`src/rtl/pq_pkg.sv`:
```
// Shared constants and fetch FSM encoding for the instruction prefetch queue.
package pq_pkg;

  localparam int unsigned PQ_AW    = 16;
  localparam int unsigned PQ_IW    = 32;
  localparam int unsigned PQ_DEPTH = 4;

  typedef enum logic [1:0] {
    ST_IDLE    = 2'd0,
    ST_FETCH   = 2'd1,
    ST_DISCARD = 2'd2
  } fetch_state_e;

endpackage

```
`src/rtl/pq_fifo.sv`:
```
// Instruction storage ring: DEPTH entries, head presented combinationally,
// clear takes priority over push and pop.
module pq_fifo
  import pq_pkg::*;
#(
  parameter int unsigned DEPTH = PQ_DEPTH,
  parameter int unsigned IW    = PQ_IW,
  localparam int unsigned PW   = $clog2(DEPTH),
  localparam int unsigned CW   = PW + 1
) (
  input  logic          clk,
  input  logic          reset,
  input  logic          push,
  input  logic [IW-1:0] push_data,
  input  logic          pop_req,
  input  logic          clear,
  output logic [IW-1:0] head,
  output logic          head_valid,
  output logic [CW-1:0] count,
  output logic          full,
  output logic          empty
);

  logic [IW-1:0] mem_q [DEPTH];
  logic [IW-1:0] mem_d [DEPTH];
  logic [PW-1:0] wptr_q, wptr_d;
  logic [PW-1:0] rptr_q, rptr_d;
  logic [CW-1:0] count_q, count_d;
  logic          do_pop;

  always_comb begin
    mem_d   = mem_q;
    wptr_d  = wptr_q;
    rptr_d  = rptr_q;
    count_d = count_q;
    do_pop  = pop_req && (count_q != '0);
    if (clear) begin
      wptr_d  = '0;
      rptr_d  = '0;
      count_d = '0;
    end else begin
      if (push) begin
        mem_d[wptr_q] = push_data;
        wptr_d        = wptr_q + PW'(1);
      end
      if (do_pop) begin
        rptr_d = rptr_q + PW'(1);
      end
      if (push && !do_pop) begin
        count_d = count_q + CW'(1);
      end else if (!push && do_pop) begin
        count_d = count_q - CW'(1);
      end
    end
  end

  always_ff @(posedge clk or negedge reset) begin
    if (!reset) begin
      mem_q   <= '{default: '0};
      wptr_q  <= '0;
      rptr_q  <= '0;
      count_q <= '0;
    end else begin
      mem_q   <= mem_d;
      wptr_q  <= wptr_d;
      rptr_q  <= rptr_d;
      count_q <= count_d;
    end
  end

  assign head       = mem_q[rptr_q];
  assign head_valid = (count_q != '0);
  assign count      = count_q;
  assign full       = (count_q == CW'(DEPTH));
  assign empty      = (count_q == '0);

endmodule

```
`src/rtl/prefetch_queue.sv`:
```
// Instruction prefetcher: one outstanding bus fetch at a time feeding a small
// FIFO; a flush redirects the pc and drains any in-flight response.
module prefetch_queue
  import pq_pkg::*;
#(
  parameter int unsigned DEPTH = PQ_DEPTH,
  parameter int unsigned IW    = PQ_IW,
  parameter int unsigned AW    = PQ_AW,
  localparam int unsigned CW   = $clog2(DEPTH) + 1
) (
  input  logic          clk,
  input  logic          reset,
  output logic          fetch_req,
  output logic [AW-1:0] fetch_address,
  input  logic          fetch_ack,
  input  logic [IW-1:0] fetch_data,
  output logic [IW-1:0] ir,
  output logic          ir_valid,
  input  logic          ir_take,
  input  logic          flush,
  input  logic [AW-1:0] flush_addr,
  output logic [CW-1:0] count,
  output logic          full,
  output logic          empty
);

  fetch_state_e  state_q, state_d;
  logic [AW-1:0] pc_q, pc_d;
  logic [AW-1:0] addr_q, addr_d;
  logic          req_q, req_d;
  logic          push_c;
  logic          clear_c;

  // Next-state: requests issue only from IDLE with a free slot, so every
  // accepted response is guaranteed room in the queue.
  always_comb begin
    state_d = state_q;
    pc_d    = pc_q;
    addr_d  = addr_q;
    push_c  = 1'b0;
    clear_c = flush;
    case (state_q)
      ST_IDLE: begin
        if (flush) begin
          pc_d = flush_addr;
        end else if (count < CW'(DEPTH)) begin
          addr_d  = pc_q;
          state_d = ST_FETCH;
        end
      end
      ST_FETCH: begin
        if (flush) begin
          pc_d    = flush_addr;
          state_d = fetch_ack ? ST_IDLE : ST_DISCARD;
        end else if (fetch_ack) begin
          push_c  = 1'b1;
          pc_d    = pc_q + AW'(1);
          state_d = ST_IDLE;
        end
      end
      ST_DISCARD: begin
        if (flush) begin
          pc_d = flush_addr;
        end
        if (fetch_ack) begin
          state_d = ST_IDLE;
        end
      end
      default: state_d = ST_IDLE;
    endcase
    req_d = (state_d != ST_IDLE);
  end

  always_ff @(posedge clk or negedge reset) begin
    if (!reset) begin
      state_q <= ST_IDLE;
      pc_q    <= '0;
      addr_q  <= '0;
      req_q   <= 1'b0;
    end else begin
      state_q <= state_d;
      pc_q    <= pc_d;
      addr_q  <= addr_d;
      req_q   <= req_d;
    end
  end

  assign fetch_req     = req_q;
  assign fetch_address = addr_q;

  pq_fifo #(
    .DEPTH (DEPTH),
    .IW    (IW)
  ) u_fifo (
    .clk        (clk),
    .reset      (reset),
    .push       (push_c),
    .push_data  (fetch_data),
    .pop_req    (ir_take),
    .clear      (clear_c),
    .head       (ir),
    .head_valid (ir_valid),
    .count      (count),
    .full       (full),
    .empty      (empty)
  );

endmodule

```
`config.mk`:
```
export PLATFORM = sky130hd
export DESIGN_NAME = prefetch_queue
export DESIGN_NICKNAME = d
export VERILOG_FILES = /design/src/rtl/pq_pkg.sv /design/src/rtl/pq_fifo.sv /design/src/rtl/prefetch_queue.sv
export SDC_FILE = /design/constraint.sdc
export NUM_CORES = 1
export LEC_CHECK = 0
export CAP_MARGIN = 20
export CORE_ASPECT_RATIO = 0.6
export CORE_MARGIN = 2
export CORE_UTILIZATION = 44
export CTS_BUF_LIST = sky130_fd_sc_hd__clkbuf_4
export CTS_CLUSTER_DIAMETER = 60
export CTS_CLUSTER_SIZE = 14
export DETAILED_ROUTE_END_ITERATION = 10
export PLACE_DENSITY = 0.66
export SKIP_CTS_REPAIR_TIMING = 1
export SYNTH_ARGS = -nofsm -noshare
export SYNTH_HDL_FRONTEND = slang
export SYNTH_SLANG_ARGS = --single-unit
```
`constraint.sdc`:
```
create_clock -name clk -period 2.6 [get_ports clk]
set_input_delay 0.39 -clock clk [delete_from_list [all_inputs] [get_ports clk]]
set_output_delay 0.39 -clock clk [all_outputs]
set_load 0.01 [all_outputs]
```
==> flow_summary_export.csv, run 1 <==
group,metric,value,unit
setup_path,max_stage_delay,0.54,ns
setup_path,crit_type,"reg -> out",
yosys,synth_area_leaders,"dfrtp_1 (51%), mux2_4 (22%), mux4_2 (8.7%), mux2_2 (3.5%), buf_6 (1.8%)",
layout,antenna_cells,0,
cts,cts.path.max_buffers,2,
timing,report.final.slew_viol_count,0,
cts,path_clk_slew,0.12,ns
yosys,synth-edff-count,0,
layout,multiInputGateArea,0.00378,mm2
die,fp-row-count,38,
yosys,synth_cells,541,
power,switchingPower,3.26,mW
layout,num-fill-cells,1465,
global_routing,grt_pass1_vias,5265,
global_routing,gr-total-overflow,0,
timing,fin_tns_setup,-0.0509,ns
routing,drcViolationCount,0,
yosys,ys.flop_type,"dfrtp_1",
power,clkPwrFrac,16.0,%
layout,syn2layout_area_growth,21.9,%
die,die-height,111,um
timing,timing.fmax,377,MHz
cts,cts_tree,"done",
setup_path,critPathSlowestCell,"mux4_2",
routing,final_antenna_net_count,0,
cts,cts.sinks,170,
placed_design,gp_routability_congestion,0.826,
layout,fin_util,55.4,%
die,design.core.area,0.0183,mm2
power,power_density,1010,mW/mm2
die,fp.dieW,182,um
setup_path,crit_chain,"buf_12 -> mux4_2 -> clkdlybuf4s50_1",
timing,timing.final.crit_share,102,%
hold_path,min_path_type,"in -> async",
placed_design,io_buffers,107,
cts,htreeDepth,4,
yosys,syn-num-nets,600,
power,vdd_drop_max,514,uV
cts,cts_inserted_buffers,17,
yosys,synth_cell_types,51,
global_routing,grt_pass1_wl,30.0,mm
timing,final.setup_skew,0.0227,ns
layout,fin_nets,721,
power,swShare,32.0,%
yosys,syn_avg_cell_area,15.4,um2
routing,wire_per_inst,20.1,um
die,io_pins,108,
routing,via_count,4959,
yosys,synth.yosys.seq_area_share,51.1,%
yosys,yosysTopAreaCell,"dfrtp_1",
layout,seqCellArea,0.00426,mm2
timing,worst_slack,-0.0509,ns
yosys,synthesis.area,0.00832,mm2
timing,tightest_slew,0.492,ns
yosys,synth_top_area_share,51.1,%
global_routing,grt_max_degree,90,
placed_design,pre_cts_ws,0.205,ns
layout,drive_gt1_share,37.2,%
run,drv_cap,0,
power,p_leak,5.09,nW
yosys,async_reset_ff_share,100,%
timing,max_slew_margin,67.2,%
power,power_frac_comb,44.2,%
power,seqPwrFrac,39.8,%
setup_path,worst-path-max-fanout,9,
timing,rsz0062_at_grt,"yes",
power,internal-power,6.94,mW
die,start_util,45.5,%
global_routing,grt_antenna_before_repair,0,
cts,cts-root-buf,"clkbuf_4",
setup_path,arrival,2.26,ns
placed_design,hpwl,11.8,mm
yosys,synth_warnings,0,
global_routing,track_usage,19.2,%
setup_path,cp.required,2.21,ns
outcome,status,"finished with violations",
timing,hold_viol,0,
yosys,synth-seq-cells,170,
timing,setup_viol_count_final,1,
setup_path,critical_path.top_delay_family,"buffers and inverters",
setup_path,crit_buf_inv,2,
setup_path,critPathCaptureType,"primary output",
routing,drt_iter0_drc,216,
routing,drt-total-wl,18.3,mm
die,dieArea,0.0201,mm2
outcome,violations,"setup timing",
routing,firstDrtPassIters,4,
routing,via_per_inst,5.42,
timing,fin_crit,2.65,ns
setup_path,critPathLaunchType,"flip-flop",
cts,clk_latency,0.57,ns
==> layout by cell type (no fill, tap or decap), types with 9 or more instances in the layout <==
| cell | count |
|---|---|
| mux2_4 | 120 |
| nor2_1 | 15 |
| dfrtp_1 | 166 |
| nand2_1 | 17 |
| o21ai_0 | 10 |
| inv_1 | 9 |
| dlymetal6s2s_1 | 31 |
| clkdlybuf4s50_1 | 75 |
| buf_4 | 22 |
| a21oi_1 | 16 |
| clkbuf_4 | 20 |
| mux4_2 | 32 |
| mux2_2 | 26 |
==> logic make-up (layout without fill, tap and decap cells) <==
logic type,count (synthesis),after routing,synth area share (%)
buffers and inverters,44,178,3.47
muxes,179,179,34.0
xor gates and xnor gates,4,4,0.421
AOI/OAI and AO/OA,57,57,4.41
DFF,170,170,51.1
adders and majority gates,6,6,0.992
and+or+nand+nor,81,81,5.62
==> registers in the layout, summed over array words and instances (netlist names) <==
| signal | flops |
|---|---|
| state_q | 2 |
| fetch_address | 16 |
| u_fifo.wptr_q | 2 |
| u_fifo.count | 3 |
| u_fifo.mem_q | 128 |
| u_fifo.rptr_q | 2 |
| pc_q | 16 |
| fetch_req | 1 |
==> cell usage after synthesis (all sizes together), types with 6 or more instances <==
cell / number
a21oi: 16
buf: 27
clkbuf: 8
dfrtp: 170
inv: 9
mux2: 146
mux4: 32
nand2: 21
nand3: 8
nand4: 6
nor2: 15
nor3: 7
o21ai: 10
==> layout make-up <==
type	count	share of cell area (%)
sequential	170	42.0
multi-input combinational	327	37.3
timing repair buffer	137	14.5
tap	240	2.96
clock buffer	20	1.48
clock inverter	12	1.46
inverter	9	0.333
==> metrics by stage <==
step           cell area (um2)  hold slack [ns]  cells  power (mW)
3_5_place_dp              9690            0.180    878        8.60
3_3_place_gp              9690            0.179    878        8.50
2_1_floorplan             8320           0.0944    541        6.69
4_1_cts                   9990           -0.457    910        10.3
6_report                 10100            0.175    915        10.2
5_1_grt                  10100            0.120    915        10.8
==> final timing paths <==
check | from | to | slack (ns) | cells after the start
min in group clk | flush_addr[1] | pc_q[1] | 0.38 | 3
hold reg to reg | fetch_address[4] | fetch_address[4] | 0.52 | 1
hold / removal | reset | u_fifo.mem_q[100] | 0.18 | 2
setup reg to reg | u_fifo.count[0] | u_fifo.count[2] | 0.59 | 6
max in group asynchronous | reset | u_fifo.rptr_q[0] | 1.75 | 3
setup / recovery | u_fifo.rptr_q[0] | ir[30] | -0.05 | 3
==> per-layer routing <==
metal | vias to the layer above | wire length [um] | share of wire (%) | global-route usage, %
met3 | 14 | 826 | 4.5 | 5.01
met5 | - | 0 | 0 | 0
li1 | 2243 | - | - | -
met4 | 0 | 164 | 0.89 | 4.55
met2 | 129 | 7850 | 43 | 26.9
met1 | 2573 | 9500 | 52 | 29.5
==> power groups by stage <==
stage	logic [mW]	clock network, mW	registers, mW
after floorplan	2.74	0	3.95
after global placement	4.47	0	4.03
after detailed placement	4.53	0	4.07
after CTS	4.56	1.69	4.04
after global routing	4.84	1.83	4.17
final	4.51	1.63	4.06
No activity file was read; power rests on OpenSTA's default activity.
==> inputs of run 2 (changes only) <==
Settings changed: CTS_BUF_LIST sky130_fd_sc_hd__clkbuf_4 to sky130_fd_sc_hd__clkbuf_16.
==> run 2 against run 1 <==
The run now ends clean. Critical path depth did not move. Sequential share of layout area decreased by 0.74 points. Core utilization increased by 0.96 points. Count of clock-buffer cells in the layout fell by 3. Maximum frequency increased by 4.5%. Power rose by 9.5%. Worst setup slack better by 0.11 ns. First-iteration DRC count increased by 12%. Global-route usage grew 0.067 points. Cell area rose by 1.7%. Cell count shrank 0.33%. Worst hold slack better by 0.15 ns. Largest power group unchanged.
==> flow_summary_export.csv, run 2 (synthesized netlist as in run 1, its figures left out) <==
group,metric,value,unit
outcome,status,"completed",
power,p_leak,4.87,nW
hold_path,min_path_type,"in -> async",
timing,report.final.slew_viol_count,0,
run,drv_cap,0,
global_routing,grt_antenna_before_repair,0,
setup_path,max_stage_delay,0.54,ns
timing,fin_crit,2.54,ns
setup_path,reg2reg_depth,6,
setup_path,critPathSlowestCell,"clkdlybuf4s50_1",
layout,drive_gt1_share,36.0,%
die,design.core.area,0.0183,mm2
setup_path,crit_type,"reg -> out",
die,fp-row-count,38,
placed_design,place_area,0.00969,mm2
layout,final_common_cell,"dfrtp_1",
global_routing,gr-total-overflow,0,
layout,antenna_cells,0,
layout,syn2layout_area_growth,24.0,%
global_routing,grt_pass1_wl,30.2,mm
timing,timing.fmax,394,MHz
routing,final_antenna_net_count,0,
cts,path_clk_slew,0.06,ns
layout,fin_nets,718,
setup_path,worst-path-max-fanout,13,
setup_path,r2r_slack,0.52,ns
setup_path,cp.required,2.21,ns
cts,cts.path.max_buffers,2,
routing,via_count,4922,
cts,cts_tree,"done",
timing,hold_ws,0.324,ns
timing,final.setup_skew,0.00922,ns
routing,wire_per_inst,20.0,um
global_routing,track_usage,19.3,%
layout,fin_area,0.0103,mm2
layout,largest_reg_flops,128,
layout,final_cell_mix,"dfrtp_1 (168), mux2_4 (120), clkdlybuf4s50_1 (105)",
die,fp.dieW,182,um
placed_design,hpwl,11.8,mm
die,die-height,111,um
cts,cts.sinks,170,
routing,via_per_inst,5.40,
layout,top_register,"u_fifo.mem_q",
die,io_pins,108,
timing,rsz0062_at_grt,"no",
timing,hold_viol,0,
placed_design,io_buffers,107,
die,dieArea,0.0201,mm2
placed_design,gp_routability_congestion,0.826,
power,power_density,1080,mW/mm2
setup_path,regToRegEndpoint,"u_fifo.count[2]",
setup_path,critPathLaunchType,"flip-flop",
timing,tightest_slew,0.481,ns
cts,clk_latency,0.42,ns
layout,num-fill-cells,1434,
setup_path,critPathCaptureType,"primary output",
global_routing,grt_pass1_vias,5279,
die,start_util,45.5,%
setup_path,arrival,2.15,ns
timing,timing.final.crit_share,97.5,%
power,vdd_drop_max,519,uV
routing,drt_iter0_drc,242,
routing,drcViolationCount,0,
setup_path,rr_startpoint,"u_fifo.count[0]",
cts,htreeDepth,4,
global_routing,grt_max_degree,90,
timing,fin_tns_setup,0,ns
routing,drt-total-wl,18.3,mm
routing,firstDrtPassIters,5,
setup_path,crit_chain,"buf_12 -> mux4_2 -> clkdlybuf4s50_1",
cts,cts-root-buf,"clkbuf_16",
cts,cts_inserted_buffers,17,
timing,setup_viol_count_final,0,
timing,max_slew_margin,68.0,%
-- run 2: changes by cell type in the layout (fill, tap and decap cells not counted), sizes merged --
cell,before,now
clkdlybuf4s50,75,105
dlymetal6s2s,31,1
buf,29,26
clkbuf,21,18
inv,11,14
-- run 2: per-layer routing --
layer  global-route usage, %  wire length (um)
met4                    4.55                58
met3                    4.88               795
met5                       0                 0
met2                    26.7              7960
met1                    30.0              9460
-- run 2: critical path, delay by kind of cell, from the launching register on --
| kind | cells | cell delay, ns |
|---|---|---|
| buf+inv | 2 | 0.75 |
| flops | 1 | 0.45 |
| mux | 1 | 0.52 |
-- run 2: how the worst max path moves through the flow --
stage,startpoint,end,slack (ns),cells past startpoint
floorplan,u_fifo.count[2],u_fifo.count[2],0.40,8
global placement,flush,u_fifo.count[2],0.24,7
detailed placement,flush,u_fifo.count[2],0.20,7
CTS,u_fifo.rptr_q[0],ir[12],0.03,3
global route,u_fifo.rptr_q[0],ir[12],0.0009,3
finish,u_fifo.rptr_q[0],ir[12],0.06,3
-- run 2: cell type report --
type / count / area (um2) / share of cell area [%]
Tap cell: 240 / 300 / 2.91
Clock buffer: 17 / 425 / 4.12
Inverter: 9 / 33.8 / 0.327
Multi-Input combinational cell: 327 / 3780 / 36.6
Clock inverter: 15 / 159 / 1.54
Sequential cell: 170 / 4260 / 41.2
Timing Repair Buffer: 134 / 1370 / 13.3
-- run 2: report_power, final --
| part | switching (mW) | internal, mW | leakage (nW) |
|---|---|---|---|
| Sequential | 0.601 | 3.46 | 2.20 |
| Clock | 1.05 | 1.50 | 0.290 |
| Combinational | 1.72 | 2.84 | 2.38 |
| Total | 3.37 | 7.80 | 4.87 |
-- run 2: through the flow --
stage / util, % / total power, mW / instances / worst slack (ns)
after detailed placement: 52.9 / 8.60 / 878 / 0.205
after floorplan: - / 6.69 / 541 / 0.401
final: 56.4 / 11.2 / 912 / 0.0639
after CTS: 56.1 / 11.2 / 910 / 0.0321
after global routing: 56.4 / 11.8 / 912 / 0.000899
after global placement: 52.9 / 8.50 / 878 / 0.236
